--- config.mk ---
export PLATFORM = sky130hd
export DESIGN_NAME = sram_bus_initiator_flat
export DESIGN_NICKNAME = d
export VERILOG_FILES = /design/src/rtl/sram_bus_initiator_if.sv /design/src/rtl/sram_bus_initiator.sv /design/src/flat_wrapper.sv
export SDC_FILE = /design/constraint.sdc
export NUM_CORES = 1
export LEC_CHECK = 0
export BUFFER_PORTS_ARGS = -buffer_cell sky130_fd_sc_hd__buf_4
export CAP_MARGIN = 20
export CORE_MARGIN = 2
export CORE_UTILIZATION = 37
export DETAILED_ROUTE_END_ITERATION = 16
export PLACE_DENSITY = 0.73
export SYNTH_ARGS = -nofsm -noshare
export SYNTH_HDL_FRONTEND = slang
export SYNTH_SLANG_ARGS = --single-unit
--- constraint.sdc ---
create_clock -name clk -period 5.2 [get_ports clk]
set_clock_uncertainty 0.15 [all_clocks]
set_input_delay 1.56 -clock clk [delete_from_list [all_inputs] [get_ports clk]]
set_output_delay 1.56 -clock clk [all_outputs]
set_load 0.02 [all_outputs]
--- src/rtl/sram_bus_initiator_if.sv ---
// Request/response and SRAM-controller bus bundle for sram_bus_initiator.
// master is the initiator's view; slave is the CPU-stage/controller side.
interface sram_bus_initiator_if #(
    parameter int ADDR_W = 20
);
    logic              req_valid;
    logic              req_ready;
    logic              req_write;
    logic [31:0]       req_addr;
    logic [1:0]        req_size;
    logic              req_signed;
    logic [31:0]       req_wdata;
    logic              resp_valid;
    logic [31:0]       resp_rdata;
    logic              resp_err;
    logic              read_op;
    logic              write_op;
    logic [ADDR_W-1:0] bus_addr;
    logic [3:0]        byte_mask;
    logic [31:0]       bus_data_write;
    logic [31:0]       bus_data_read;
    logic              bus_stall;

    modport master (
        input  req_valid, req_write, req_addr, req_size, req_signed, req_wdata,
        input  bus_data_read, bus_stall,
        output req_ready, resp_valid, resp_rdata, resp_err,
        output read_op, write_op, bus_addr, byte_mask, bus_data_write
    );

    modport slave (
        output req_valid, req_write, req_addr, req_size, req_signed, req_wdata,
        output bus_data_read, bus_stall,
        input  req_ready, resp_valid, resp_rdata, resp_err,
        input  read_op, write_op, bus_addr, byte_mask, bus_data_write
    );
endinterface

--- src/rtl/sram_bus_initiator.sv ---
// Single-request load/store initiator for the SRAM controller bus: size/alignment
// decode, lane replication, fixed-length access window and load data extension.
module sram_bus_initiator #(
    parameter int ACCESS_CYCLES = 3,
    parameter int ADDR_W        = 20
) (
    input  logic                  clk,
    input  logic                  rst,
    sram_bus_initiator_if.master  bus
);

    localparam int CNT_W = (ACCESS_CYCLES > 1) ? $clog2(ACCESS_CYCLES) : 1;
    localparam logic [CNT_W-1:0] CNT_LOAD = CNT_W'(ACCESS_CYCLES - 1);
    localparam logic [CNT_W-1:0] CNT_ZERO = {CNT_W{1'b0}};

    localparam logic [1:0] SZ_BYTE = 2'b00;
    localparam logic [1:0] SZ_HALF = 2'b01;
    localparam logic [1:0] SZ_WORD = 2'b10;

    typedef enum logic [1:0] {
        ST_IDLE   = 2'b00,
        ST_ACCESS = 2'b01,
        ST_GAP    = 2'b10
    } state_t;

    state_t            r_state;
    state_t            w_state_nxt;
    logic [CNT_W-1:0]  r_cnt;
    logic [CNT_W-1:0]  w_cnt_nxt;
    logic [1:0]        r_addr_lo;
    logic [1:0]        w_addr_lo_nxt;
    logic [1:0]        r_size;
    logic [1:0]        w_size_nxt;
    logic              r_signed;
    logic              w_signed_nxt;
    logic              r_read_op;
    logic              w_read_op_nxt;
    logic              r_write_op;
    logic              w_write_op_nxt;
    logic [ADDR_W-1:0] r_bus_addr;
    logic [ADDR_W-1:0] w_bus_addr_nxt;
    logic [3:0]        r_byte_mask;
    logic [3:0]        w_byte_mask_nxt;
    logic [31:0]       r_bus_data_write;
    logic [31:0]       w_bus_data_write_nxt;
    logic              r_resp_valid;
    logic              w_resp_valid_nxt;
    logic              r_resp_err;
    logic              w_resp_err_nxt;
    logic [31:0]       r_resp_rdata;
    logic [31:0]       w_resp_rdata_nxt;

    logic              w_accept;
    logic              w_aligned;
    logic              w_cnt_zero;

    function automatic logic f_aligned(input logic [1:0] size, input logic [1:0] lo);
        case (size)
            SZ_BYTE: f_aligned = 1'b1;
            SZ_HALF: f_aligned = (lo[0] == 1'b0);
            SZ_WORD: f_aligned = (lo == 2'b00);
            default: f_aligned = 1'b0;
        endcase
    endfunction

    function automatic logic [3:0] f_byte_mask(input logic [1:0] size, input logic [1:0] lo);
        case (size)
            SZ_BYTE: f_byte_mask = 4'b0001 << lo;
            SZ_HALF: f_byte_mask = lo[1] ? 4'b1100 : 4'b0011;
            SZ_WORD: f_byte_mask = 4'b1111;
            default: f_byte_mask = 4'b0000;
        endcase
    endfunction

    function automatic logic [31:0] f_lanes(input logic [1:0] size, input logic [31:0] wdata);
        case (size)
            SZ_BYTE: f_lanes = {4{wdata[7:0]}};
            SZ_HALF: f_lanes = {2{wdata[15:0]}};
            SZ_WORD: f_lanes = wdata;
            default: f_lanes = 32'h0000_0000;
        endcase
    endfunction

    // Loads: bring the addressed bytes down to bit 0, then sign- or zero-extend.
    function automatic logic [31:0] f_extract(input logic [31:0] rdata, input logic [1:0] lo,
                                              input logic [1:0] size, input logic sgn);
        logic [31:0] shifted;
        shifted = rdata >> {lo, 3'b000};
        case (size)
            SZ_BYTE: f_extract = {{24{sgn & shifted[7]}}, shifted[7:0]};
            SZ_HALF: f_extract = {{16{sgn & shifted[15]}}, shifted[15:0]};
            SZ_WORD: f_extract = rdata;
            default: f_extract = 32'h0000_0000;
        endcase
    endfunction

    assign w_accept   = bus.req_valid && (r_state == ST_IDLE);
    assign w_aligned  = f_aligned(bus.req_size, bus.req_addr[1:0]);
    assign w_cnt_zero = (r_cnt == CNT_ZERO);

    // State register.
    always_ff @(posedge clk or posedge rst) begin
        if (rst) begin
            r_state <= ST_IDLE;
        end else begin
            r_state <= w_state_nxt;
        end
    end

    // Next-state logic.
    always_comb begin
        w_state_nxt = r_state;
        case (r_state)
            ST_IDLE: begin
                if (w_accept) begin
                    w_state_nxt = w_aligned ? ST_ACCESS : ST_GAP;
                end else begin
                    w_state_nxt = ST_IDLE;
                end
            end
            ST_ACCESS: begin
                if (!bus.bus_stall && w_cnt_zero) begin
                    w_state_nxt = ST_GAP;
                end else begin
                    w_state_nxt = ST_ACCESS;
                end
            end
            ST_GAP:  w_state_nxt = ST_IDLE;
            default: w_state_nxt = ST_IDLE;
        endcase
    end

    // Next values of the registered outputs and request context.
    always_comb begin
        w_cnt_nxt            = r_cnt;
        w_addr_lo_nxt        = r_addr_lo;
        w_size_nxt           = r_size;
        w_signed_nxt         = r_signed;
        w_read_op_nxt        = r_read_op;
        w_write_op_nxt       = r_write_op;
        w_bus_addr_nxt       = r_bus_addr;
        w_byte_mask_nxt      = r_byte_mask;
        w_bus_data_write_nxt = r_bus_data_write;
        w_resp_valid_nxt     = 1'b0;
        w_resp_err_nxt       = 1'b0;
        w_resp_rdata_nxt     = r_resp_rdata;
        case (r_state)
            ST_IDLE: begin
                if (w_accept && w_aligned) begin
                    w_addr_lo_nxt        = bus.req_addr[1:0];
                    w_size_nxt           = bus.req_size;
                    w_signed_nxt         = bus.req_signed;
                    w_bus_addr_nxt       = bus.req_addr[ADDR_W+1:2];
                    w_byte_mask_nxt      = f_byte_mask(bus.req_size, bus.req_addr[1:0]);
                    w_bus_data_write_nxt = f_lanes(bus.req_size, bus.req_wdata);
                    w_read_op_nxt        = ~bus.req_write;
                    w_write_op_nxt       = bus.req_write;
                    w_cnt_nxt            = CNT_LOAD;
                end else if (w_accept) begin
                    w_resp_valid_nxt = 1'b1;
                    w_resp_err_nxt   = 1'b1;
                    w_resp_rdata_nxt = 32'h0000_0000;
                end else begin
                    w_read_op_nxt  = 1'b0;
                    w_write_op_nxt = 1'b0;
                end
            end
            ST_ACCESS: begin
                if (bus.bus_stall) begin
                    w_cnt_nxt = r_cnt;
                end else if (!w_cnt_zero) begin
                    w_cnt_nxt = r_cnt - {{(CNT_W-1){1'b0}}, 1'b1};
                end else begin
                    w_read_op_nxt    = 1'b0;
                    w_write_op_nxt   = 1'b0;
                    w_resp_valid_nxt = 1'b1;
                    w_resp_err_nxt   = 1'b0;
                    w_resp_rdata_nxt = r_read_op ?
                        f_extract(bus.bus_data_read, r_addr_lo, r_size, r_signed) : 32'h0000_0000;
                end
            end
            ST_GAP: begin
                w_read_op_nxt  = 1'b0;
                w_write_op_nxt = 1'b0;
            end
            default: begin
                w_read_op_nxt  = 1'b0;
                w_write_op_nxt = 1'b0;
            end
        endcase
    end

    // Output and context registers.
    always_ff @(posedge clk or posedge rst) begin
        if (rst) begin
            r_cnt            <= CNT_ZERO;
            r_addr_lo        <= 2'b00;
            r_size           <= 2'b00;
            r_signed         <= 1'b0;
            r_read_op        <= 1'b0;
            r_write_op       <= 1'b0;
            r_bus_addr       <= {ADDR_W{1'b0}};
            r_byte_mask      <= 4'b0000;
            r_bus_data_write <= 32'h0000_0000;
            r_resp_valid     <= 1'b0;
            r_resp_err       <= 1'b0;
            r_resp_rdata     <= 32'h0000_0000;
        end else begin
            r_cnt            <= w_cnt_nxt;
            r_addr_lo        <= w_addr_lo_nxt;
            r_size           <= w_size_nxt;
            r_signed         <= w_signed_nxt;
            r_read_op        <= w_read_op_nxt;
            r_write_op       <= w_write_op_nxt;
            r_bus_addr       <= w_bus_addr_nxt;
            r_byte_mask      <= w_byte_mask_nxt;
            r_bus_data_write <= w_bus_data_write_nxt;
            r_resp_valid     <= w_resp_valid_nxt;
            r_resp_err       <= w_resp_err_nxt;
            r_resp_rdata     <= w_resp_rdata_nxt;
        end
    end

    assign bus.req_ready      = (r_state == ST_IDLE);
    assign bus.read_op        = r_read_op;
    assign bus.write_op       = r_write_op;
    assign bus.bus_addr       = r_bus_addr;
    assign bus.byte_mask      = r_byte_mask;
    assign bus.bus_data_write = r_bus_data_write;
    assign bus.resp_valid     = r_resp_valid;
    assign bus.resp_err       = r_resp_err;
    assign bus.resp_rdata     = r_resp_rdata;

endmodule

--- src/flat_wrapper.sv ---
// flat-port wrapper written by rule: the top's interface ports become plain ports
module sram_bus_initiator_flat 
#(
    parameter int ACCESS_CYCLES = 3,
    parameter int ADDR_W        = 20
)
  (clk, rst, bus_req_valid, bus_req_write, bus_req_addr, bus_req_size, bus_req_signed, bus_req_wdata, bus_bus_data_read, bus_bus_stall, bus_req_ready, bus_resp_valid, bus_resp_rdata, bus_resp_err, bus_read_op, bus_write_op, bus_bus_addr, bus_byte_mask, bus_bus_data_write);
  sram_bus_initiator_if #(.ADDR_W(ADDR_W)) bus_i ();
  input  logic clk;
  input  logic rst;
  input wire logic [$bits(bus_i.req_valid)-1:0] bus_req_valid;
  input wire logic [$bits(bus_i.req_write)-1:0] bus_req_write;
  input wire logic [$bits(bus_i.req_addr)-1:0] bus_req_addr;
  input wire logic [$bits(bus_i.req_size)-1:0] bus_req_size;
  input wire logic [$bits(bus_i.req_signed)-1:0] bus_req_signed;
  input wire logic [$bits(bus_i.req_wdata)-1:0] bus_req_wdata;
  input wire logic [$bits(bus_i.bus_data_read)-1:0] bus_bus_data_read;
  input wire logic [$bits(bus_i.bus_stall)-1:0] bus_bus_stall;
  output wire logic [$bits(bus_i.req_ready)-1:0] bus_req_ready;
  output wire logic [$bits(bus_i.resp_valid)-1:0] bus_resp_valid;
  output wire logic [$bits(bus_i.resp_rdata)-1:0] bus_resp_rdata;
  output wire logic [$bits(bus_i.resp_err)-1:0] bus_resp_err;
  output wire logic [$bits(bus_i.read_op)-1:0] bus_read_op;
  output wire logic [$bits(bus_i.write_op)-1:0] bus_write_op;
  output wire logic [$bits(bus_i.bus_addr)-1:0] bus_bus_addr;
  output wire logic [$bits(bus_i.byte_mask)-1:0] bus_byte_mask;
  output wire logic [$bits(bus_i.bus_data_write)-1:0] bus_bus_data_write;
  assign bus_i.req_valid = bus_req_valid;
  assign bus_i.req_write = bus_req_write;
  assign bus_i.req_addr = bus_req_addr;
  assign bus_i.req_size = bus_req_size;
  assign bus_i.req_signed = bus_req_signed;
  assign bus_i.req_wdata = bus_req_wdata;
  assign bus_i.bus_data_read = bus_bus_data_read;
  assign bus_i.bus_stall = bus_bus_stall;
  assign bus_req_ready = bus_i.req_ready;
  assign bus_resp_valid = bus_i.resp_valid;
  assign bus_resp_rdata = bus_i.resp_rdata;
  assign bus_resp_err = bus_i.resp_err;
  assign bus_read_op = bus_i.read_op;
  assign bus_write_op = bus_i.write_op;
  assign bus_bus_addr = bus_i.bus_addr;
  assign bus_byte_mask = bus_i.byte_mask;
  assign bus_bus_data_write = bus_i.bus_data_write;
  sram_bus_initiator #(.ACCESS_CYCLES(ACCESS_CYCLES), .ADDR_W(ADDR_W)) u_core (.clk(clk), .rst(rst), .bus(bus_i));
endmodule
* Word level (Yosys, flattened, before mapping)
Cells that the tools add are included.
Word-level totals: register bits after elaboration 101, input port bits 104, output and inout bits 93, word-level logic and storage cells 78
Operators by class: $add $sub $neg 1, eq/ne operators 12, shift-type cells 2, muxes and demuxes 32, bitwise gates (word level) 4, reduce and logical (&&, ||, !) cells 14
Operators by type and width (number):
- $pmux W32 S3 | 2
- $mux W32 | 5
- $pmux W32 S2 | 1
- $shr A32 B5 Y16 | 1
- $mux W2 | 6
- $pmux W4 S3 | 1
- $logic_not A2 Y1 | 5
- $mux W1 | 10
- $pmux W2 S2 | 2
- $eq A2 B1 Y1 const B | 3
- $ne A2 B1 Y1 const B | 3
- $ne A2 B2 Y1 const B | 3
- $pmux W1 S2 | 3
- $reduce_and A5 Y1 | 1
- $eq A2 B2 Y1 const B | 2
- $mux W4 | 1
- $reduce_and A4 Y1 | 1
- $shl A1 B2 Y4 const A | 1
- $logic_and A1 B1 Y1 | 3
- $ne A3 B3 Y1 const B | 1
- $pmux W1 S3 | 1
- $reduce_and A3 Y1 | 1
- $and A1 B1 Y1 | 2
- $not A1 Y1 | 2
- 4 further kinds | 4

* Logic depth before layout (Yosys ltp)
Gate-level depths: netlist of the first run.
word-level depth 7, depth in mapped cells 8, depth with buffers taken out 6

* Worst setup path after synthesis of the first run
OpenSTA, ideal clock, no wires.
kind input port to flip-flop, start input port bus_req_size[0], end register u_core.r_resp_rdata[0] (netlist: u_core.bus.resp_rdata[0]), setup time 126 ps, arrival 2642 ps, data required time 4924 ps, setup slack 2282 ps, stages on the path 6, buffers on the path 2, path through buf_2 a21oi_2 o21ai_4 o21ai_2 buf_6 a221o_1
On the way: longest elaborated chain between the ends 5, elaborated cells between the ends (all ways) 7, classes of those cells 3 x eq/ne; 1 x mux; 3 x reduce/logical
Ends and longest elaborated chain:
- from (decl) | RTL line flat_wrapper.sv:14 | input wire logic [$bits(bus_i.req_size)-1:0] bus_req_size;
- $eq A2 B2 Y1 (tied with other cells) | RTL line sram_bus_initiator.sv:58 | case (size)
- $pmux W1 S3 (*) | RTL line sram_bus_initiator.sv:58
- $logic_and A1 B1 Y1 (*) | RTL line sram_bus_initiator.sv:149 | if (w_accept && w_aligned) begin
- $ne A2 B2 Y1 (no line) (*)
- $reduce_and A5 Y1 (no line) (*)
- to (signal assigned) | RTL line sram_bus_initiator.sv:220 | r_resp_rdata <= w_resp_rdata_nxt;
- to (decl) | RTL line sram_bus_initiator.sv:50 | logic [31:0] r_resp_rdata;
Mark *: on every way between the ends. The rest lies on a longest branch, timed or not. A chain may end at the register's enable or synchronous reset.

* Worst setup path after layout of the first run
start input port bus_req_size[0], end register u_core.r_size[0]
On the way: longest elaborated chain between the ends 4, elaborated cells between the ends (all ways) 6, classes of those cells 2 x eq/ne; 1 x mux; 3 x reduce/logical
Ends and longest elaborated chain:
- $eq A2 B2 Y1 (tied with other cells) | RTL line sram_bus_initiator.sv:58
- $pmux W1 S3 | RTL line sram_bus_initiator.sv:58
- $logic_and A1 B1 Y1 | RTL line sram_bus_initiator.sv:149
- $reduce_and A2 Y1 (no line)
- to (signal assigned) | RTL line sram_bus_initiator.sv:211 | r_size <= w_size_nxt;
- to (decl) | RTL line sram_bus_initiator.sv:32 | logic [1:0] r_size;
Several ways; a longest one is shown, not always the timed one.

==> impl_metrics.yaml, run 1 <==
run_status:
  outcome: "complete, no violations"
worst_setup_path:
  worstPathArrival_ns: 3.19
  reg2reg_from: "u_core.r_cnt[0]"
  worstPathRequired_ns: 5.26
  reg2reg_slack_ns: 2.84
  critical_path_class: "input pin to flop"
  worst_setup_path_start_kind: "input pin"
  reg2reg_depth: 6
  crit_path_max_fanout: 31
  rr_endpoint: "u_core.bus.resp_rdata[24]"
  setup.worst_path.end_class: "flop"
layout:
  final_cell_mix: "192 x buf_4, 149 x nand2_1, 101 x dfrtp_1"
  fillCellCount: 1224
  stdcell_count: 867
  final_nets: 793
  final_area_um2: 6696
  antenna_cells: 0
  syn2layout_area_growth_pct: 36.15
  final_common_cell: "buf_4"
  utilization_pct: 51.18
  drive_gt1_share_pct: 32.13
floorplanning:
  start_util_pct: 37.59
  pin_count: 197
  row_count: 42
  core_area_um2: 13090
  die_w_um: 119.3
  die_h_um: 119.3
  die_area_um2: 14230
clocking:
  hold_buffers: 0
  cts_buffer_depth: 2
  cts_tree: "built"
  postCtsSetupRepairBufs: 0
  clkSinkCount: 101
  cts_buffers: 9
  cts-root-buf: "clkbuf_16"
  clkLatencyLatePin_ns: 0.34
  cts_resized: 0
  cts-htree-levels: 3
  clkTransAtPathRegs_ns: 0.07
sta:
  max_slew_margin_pct: 44.30
  fin_crit_sh_pct: 60.31
  hold_slack_ns: 0.3299
  max_freq_mhz: 318.9
  layout_setup_ws_ns: 2.064
  final.setup.tns_ns: 0
  rsz0062_at_grt: "no"
  min_period_ns: 3.136
  final_hold_viol_count: 0
  slew_violations: 0
  worst_slew_pin_slew_ns: 0.8354
  setup_viol: 0
synthesis:
  yosys_warnings: 0
  seq_area_frac_synth_pct: 51.39
  synth_area_um2: 4918
  synth_edf_count: 0
  syn_area_per_cell_um2: 9.404
  ys_types: 48
  syn-instance-count: 523
  synth.net_count: 628
  synthFlopType: "dfrtp_1"
  ys_seq_elements: 101
  synthArstFlopShare_pct: 100.0
power_and_ir_drop:
  p_comb_share_pct: 42.9
  leakagePower_nw: 3.343
  swShare_pct: 39.51
  p_sw_mw: 1.324
  seqPwrFrac_pct: 37.3
  power.total_mw: 3.351
  vdd_drop_max_uv: 280.1
  power.density_nw_per_um2: 500.4
  internal_power_mw: 2.027
  pwr-share-clk_pct: 19.8
global_route:
  grt_pass1_vias: 4650
  globalRoute.totalOverflow: 0
  grt_max_degree: 85
  grt_util_all_layers_pct: 21.20
  grt_pass1_wl_mm: 24.05
  antenna_found_initial: 0
route:
  ant_nets: 0
  wl_per_cell_um: 17.12
  drt_iter0_drc: 376
  drc: 0
  vias_per_cell: 5.341
  drt_pre_antenna_iters: 4
  routed_wl_mm: 14.84
  vias: 4631
placed_design:
  dp_slack_ns: 1.682
  dp.cells: 851
  dp_hpwl_mm: 10.59
  routabilityCongestion: 0.8713
  numPortBuffers: 186
  placed_cell_area_um2: 6380
hold_path:
  hold_path_depth: 2
  hold_path_end: "u_core.bus.bus_data_write[4]"
  min-delay-start: "u_core.bus.bus_data_write[4]"
  min_path_type: "flop to flop"
run:
  cap_violations: 0
-- routing by layer --
metal / part of all wire [%] / wire length [um] / GRT usage [%]
met5: 0 / 0 / 0
met4: 3.3 / 493 / 10.07
met3: 7.8 / 1164 / 4.933
met2: 47 / 6935 / 32.33
met1: 42 / 6250 / 28.59
-- synthesized netlist by cell type, types with 2 or more instances --
cell type | n | area, um2
dfrtp_1 | 101 | 2527
inv_1 | 7 | 26.28
a22oi_1 | 8 | 60.06
nand3_1 | 18 | 90.09
a21oi_1 | 32 | 160.2
nor3_1 | 4 | 20.02
a32oi_1 | 16 | 140.1
nand2b_1 | 2 | 12.51
mux2_1 | 5 | 56.30
mux2_2 | 3 | 33.78
nand2_1 | 149 | 559.3
o21ai_0 | 35 | 175.2
nand3b_1 | 2 | 15.01
nand3_2 | 2 | 20.02
buf_2 | 19 | 95.09
nor2_1 | 15 | 56.30
o21a_1 | 2 | 15.01
buf_6 | 3 | 33.78
a2bb2oi_1 | 17 | 148.9
mux2i_1 | 3 | 30.03
nor2b_1 | 14 | 87.58
a22o_1 | 11 | 96.34
clkbuf_1 | 15 | 56.30
a221o_1 | 16 | 160.2
-- logic make-up (layout without fill, tap and decap cells) --
family / Yosys count / after routing / synth area share, %
simple gates: 214 / 214 / 19.05
compound gates: 147 / 147 / 21.62
flops: 101 / 101 / 51.39
buf+inv: 47 / 215 / 4.604
mux: 12 / 12 / 2.900
fa+ha+maj: 1 / 1 / 0.2543
xor+xnor: 1 / 1 / 0.1781
-- flip-flops by register name, summed over array words and instances, names as in the netlist --
| signal | count |
|---|---|
| u_core.bus.resp_rdata | 32 |
| u_core.r_addr_lo | 2 |
| u_core.bus.read_op | 1 |
| u_core.bus.resp_err | 1 |
| u_core.bus.resp_valid | 1 |
| u_core.bus.bus_data_write | 32 |
| u_core.r_cnt | 2 |
| u_core.r_state | 2 |
| u_core.bus.byte_mask | 4 |
| u_core.r_size | 2 |
| u_core.r_signed | 1 |
| u_core.bus.write_op | 1 |
| u_core.bus.bus_addr | 20 |
-- final cells by class --
| cell class | count | area (um2) | share of cell area [%] |
|---|---|---|---|
| Clock buffer | 12 | 246.5 | 3.681 |
| Sequential cell | 101 | 2527 | 37.74 |
| Clock inverter | 2 | 35.03 | 0.5232 |
| Timing Repair Buffer | 193 | 1469 | 21.94 |
| Multi-Input combinational cell | 375 | 2166 | 32.34 |
| Inverter | 8 | 32.53 | 0.4858 |
| Tap cell | 176 | 220.2 | 3.288 |
-- worst max path at each step --
stage                             end  slack [ns]  cells after the start             from
2_1_floorplan  u_core.bus.bus_addr[0]        0.84                      1              rst
3_3_place_gp      u_core.bus.write_op        1.75                      5  bus_req_size[0]
3_5_place_dp         u_core.r_size[0]        1.68                      5  bus_req_size[0]
4_1_cts              u_core.r_size[0]        2.05                      5  bus_req_size[0]
5_1_grt              u_core.r_size[0]        1.91                      5  bus_req_size[0]
6_report             u_core.r_size[0]        2.06                      5  bus_req_size[0]
-- power by group through the flow --
stage                     Sequential [mW]  Clock [mW]  Combinational (mW)
after global routing                 1.29       0.713                1.56
after detailed placement             1.26           0                1.44
after CTS                            1.25       0.679                1.44
after floorplan                      1.48           0               0.626
after global placement               1.25           0                1.41
final                                1.25       0.662                1.44
-- critical path: stages --
cell     delay, ns
buf_4         0.21
nor3_2        0.36
o21a_2        0.50
buf_4         0.41
o21ai_0       0.14
(Power assumes the default switching activity.)
==> inputs of run 2 (changes only) <==
- ABC_AREA: not set -> 1
- PLACE_DENSITY: 0.73 -> 0.72
- clock period: 5.2 -> 2.9 ns (I/O delays scaled with it)
==> run 2 against run 1 <==
First-iteration DRC count down 26%. Worst hold slack about the same. Cell area up 4.2%. Sequential power up 73%. Non-clock buffer count up 1. Utilization down 0.31 points. Clock power up 81%. Synthesized cell count up 37%. Flip-flop and latch count unchanged. Cell count up 24%. Global-route usage down 0.76 points. Sequential share of layout area down 1.5 points. Largest power group unchanged.
==> impl_metrics.yaml, run 2 <==
synthesis:
  yosys_warnings: 0
  synth_common_cells: "343 x nand2_1, 101 x dfrtp_1, 64 x o21ai_0"
  synth_area_leaders: "dfrtp_1 49%, nand2_1 25%, o21ai_0 6.2%"
  synth.net_count: 822
  yosysMostFrequentCell: "nand2_1"
  synth_edf_count: 0
  yosysTopAreaCell: "dfrtp_1"
  yosys.area.top_type_share_pct: 49.08
  syn_area_per_cell_um2: 7.183
  synth_area_um2: 5150
  synthFlopType: "dfrtp_1"
  syn-instance-count: 717
  synthArstFlopShare_pct: 100.0
  ys_types: 25
  seq_area_frac_synth_pct: 49.08
  ys_seq_elements: 101
route:
  wl_per_cell_um: 13.83
  drt_pre_antenna_iters: 5
  drt_iter0_drc: 277
  top_layer: "met4"
  ant_nets: 0
  vias_per_cell: 4.791
  vias: 5145
  drc: 0
  routed_wl_mm: 14.85
  wl_met2_mm: 6.892
  routed-wl-met3_mm: 1.379
  wl_met1_mm: 6.397
worst_setup_path:
  setup.worst_path.end_class: "flop"
  worst_setup_path_start_kind: "input pin"
  crit_chain: "buf_4 -> inv_2 -> nand2_4 -> nand2_2 -> nand3_4 -> nand3_2 -> nor2_4 -> nand2_1 -> nand2_1"
  worstPathArrival_ns: 2.32
  slowest_delay_ns: 0.44
  crit_family: "simple AND/OR/NAND/NOR gates"
  reg2reg_from: "u_core.r_size[1]"
  crit_path_max_fanout: 24
  critical_path_class: "input pin to flop"
  cpMaxStageDelayCell: "nor2_4"
  critPathBufInv: 2
  startpoint: "bus_req_size[1]"
  path_common_cell: "nand2_1"
  worstPathRequired_ns: 3.04
sta:
  worst_slew_pin_slew_ns: 0.5429
  layout_setup_ws_ns: 0.7222
  setup_viol: 0
  final.setup.tns_ns: 0
  min_period_ns: 2.178
  rsz0062_at_grt: "no"
  slew_violations: 0
  max_slew_margin_pct: 63.81
  final_hold_viol_count: 0
  fin_crit_sh_pct: 75.10
  max_freq_mhz: 459.2
global_route:
  antenna_found_initial: 0
  grt_pass1_wl_mm: 23.84
  grt_util_all_layers_pct: 20.44
  globalRoute.totalOverflow: 0
  grt_max_degree: 102
  grt_pass1_vias: 4814
clocking:
  cts_buffer_depth: 2
  clkLatencyLatePin_ns: 0.35
  cts-root-buf: "clkbuf_16"
  cts-htree-levels: 3
  postCtsSetupRepairBufs: 0
  cts_buffers: 9
  cts_tree: "built"
  hold_buffers: 0
  clkSinkCount: 101
  cts_resized: 0
  clkTransAtPathRegs_ns: 0.07
layout:
  antenna_cells: 0
  final_cell_mix: "343 x nand2_1, 192 x buf_4, 101 x dfrtp_1"
  syn2layout_area_growth_pct: 35.50
  final_nets: 994
  utilization_pct: 50.86
  drive_gt1_share_pct: 25.73
  stdcell_count: 1074
  final_common_cell: "nand2_1"
power_and_ir_drop:
  pwr-share-clk_pct: 19.1
  seqPwrFrac_pct: 34.3
  swShare_pct: 42.13
  leakagePower_nw: 4.038
  internal_power_mw: 3.646
  p_comb_share_pct: 46.6
  power.density_nw_per_um2: 902.8
  p_sw_mw: 2.654
  vdd_drop_max_uv: 502.5
floorplanning:
  die_h_um: 122.0
  pin_count: 197
  die_area_um2: 14880
  core_area_um2: 13720
  die_w_um: 122.0
  start_util_pct: 37.54
  row_count: 43
run:
  cap_violations: 0
placed_design:
  routabilityCongestion: 0.8559
  dp_slack_ns: 0.3462
  dp_hpwl_mm: 10.62
  numPortBuffers: 186
  dp.cells: 1058
run_status:
  outcome: "complete, no violations"
hold_path:
  min_path_type: "flop to flop"
  min-delay-start: "u_core.bus.resp_rdata[22]"
==> run 2: changes by cell type after synthesis, moves of 12 or more <==
cell / delta
nand2_1: +194
inv_1: +51
o21ai_0: +29
a21oi_1: -21
a2bb2oi_1: -17
nand3_1: +17
a221o_1: -16
a32oi_1: -16
nor2b_1: -14
nor2_1: +13
o21ai_1: +12
==> run 2: layer usage <==
layer  up-vias  track usage, %
li1       2562               -
met1      2389           25.89
met5         -               0
met2       178           32.54
met4         0           6.250
met3        16           7.631
==> run 2: power groups by stage <==
stage / combinational, mW / clock (mW) / sequential (mW)
after floorplan: 1.42 / 0 / 2.61
final: 2.93 / 1.20 / 2.16
after global routing: 3.27 / 1.30 / 2.22
after global placement: 2.93 / 0 / 2.17
after detailed placement: 2.97 / 0 / 2.16
after CTS: 2.97 / 1.24 / 2.16
==> run 2: per-stage QoR <==
stage | cell area (um2) | power (mW) | hold WS, ns
2_1_floorplan | 5154 | 4.025 | 0.3030
3_3_place_gp | 6683 | 5.095 | 0.3147
3_5_place_dp | 6683 | 5.137 | 0.3162
4_1_cts | 6978 | 6.367 | 0.3347
5_1_grt | 6978 | 6.800 | 0.3507
6_report | 6978 | 6.300 | 0.3296
==> run 2: layout make-up <==
| type | count | area [um2] |
|---|---|---|
| fill | 1378 | 6741 |
| sequential | 101 | 2527 |
| multi-input combinational | 517 | 2197 |
| timing repair buffer | 194 | 1481 |
| clock buffer | 12 | 266.5 |
| inverter | 66 | 251.5 |
| tap | 180 | 225.2 |
| clock inverter | 4 | 28.78 |
==> run 2: path summary, 6_finish.rpt <==
| path | endpoint | cells past startpoint | slack, ns |
|---|---|---|---|
| setup / recovery | u_core.bus.resp_rdata[26] | 9 | 0.72 |
| hold / removal | u_core.bus.resp_rdata[22] | 2 | 0.33 |
| setup reg to reg | u_core.bus.resp_rdata[27] | 6 | 0.84 |
| hold reg to reg | u_core.bus.resp_rdata[22] | 2 | 0.33 |
| max in group asynchronous | u_core.bus.bus_addr[15] | 3 | 1.67 |
| min in group asynchronous | u_core.bus.bus_data_write[7] | 3 | 0.52 |
==> run 2: logic make-up (layout without fill, tap and decap cells) <==
family                     Yosys count  count (layout)  synth area share [%]
AOI/OAI and AO/OA                   97              97                 9.767
DFF                                101             101                 49.08
and+or+nand+nor                    419             419                 32.65
buffers and inverters               99             276                 8.260
adders and majority gates            1               1                0.2429
==> run 2: worst reg2reg max path: stages (launching register included) <==
cell and delay (ns):
dfrtp_1 0.45, nand2_1 0.42, clkinv_1 0.52, nand2_1 0.19, nand3_1 0.10, nand2_1 0.08
nand2_1 0.05
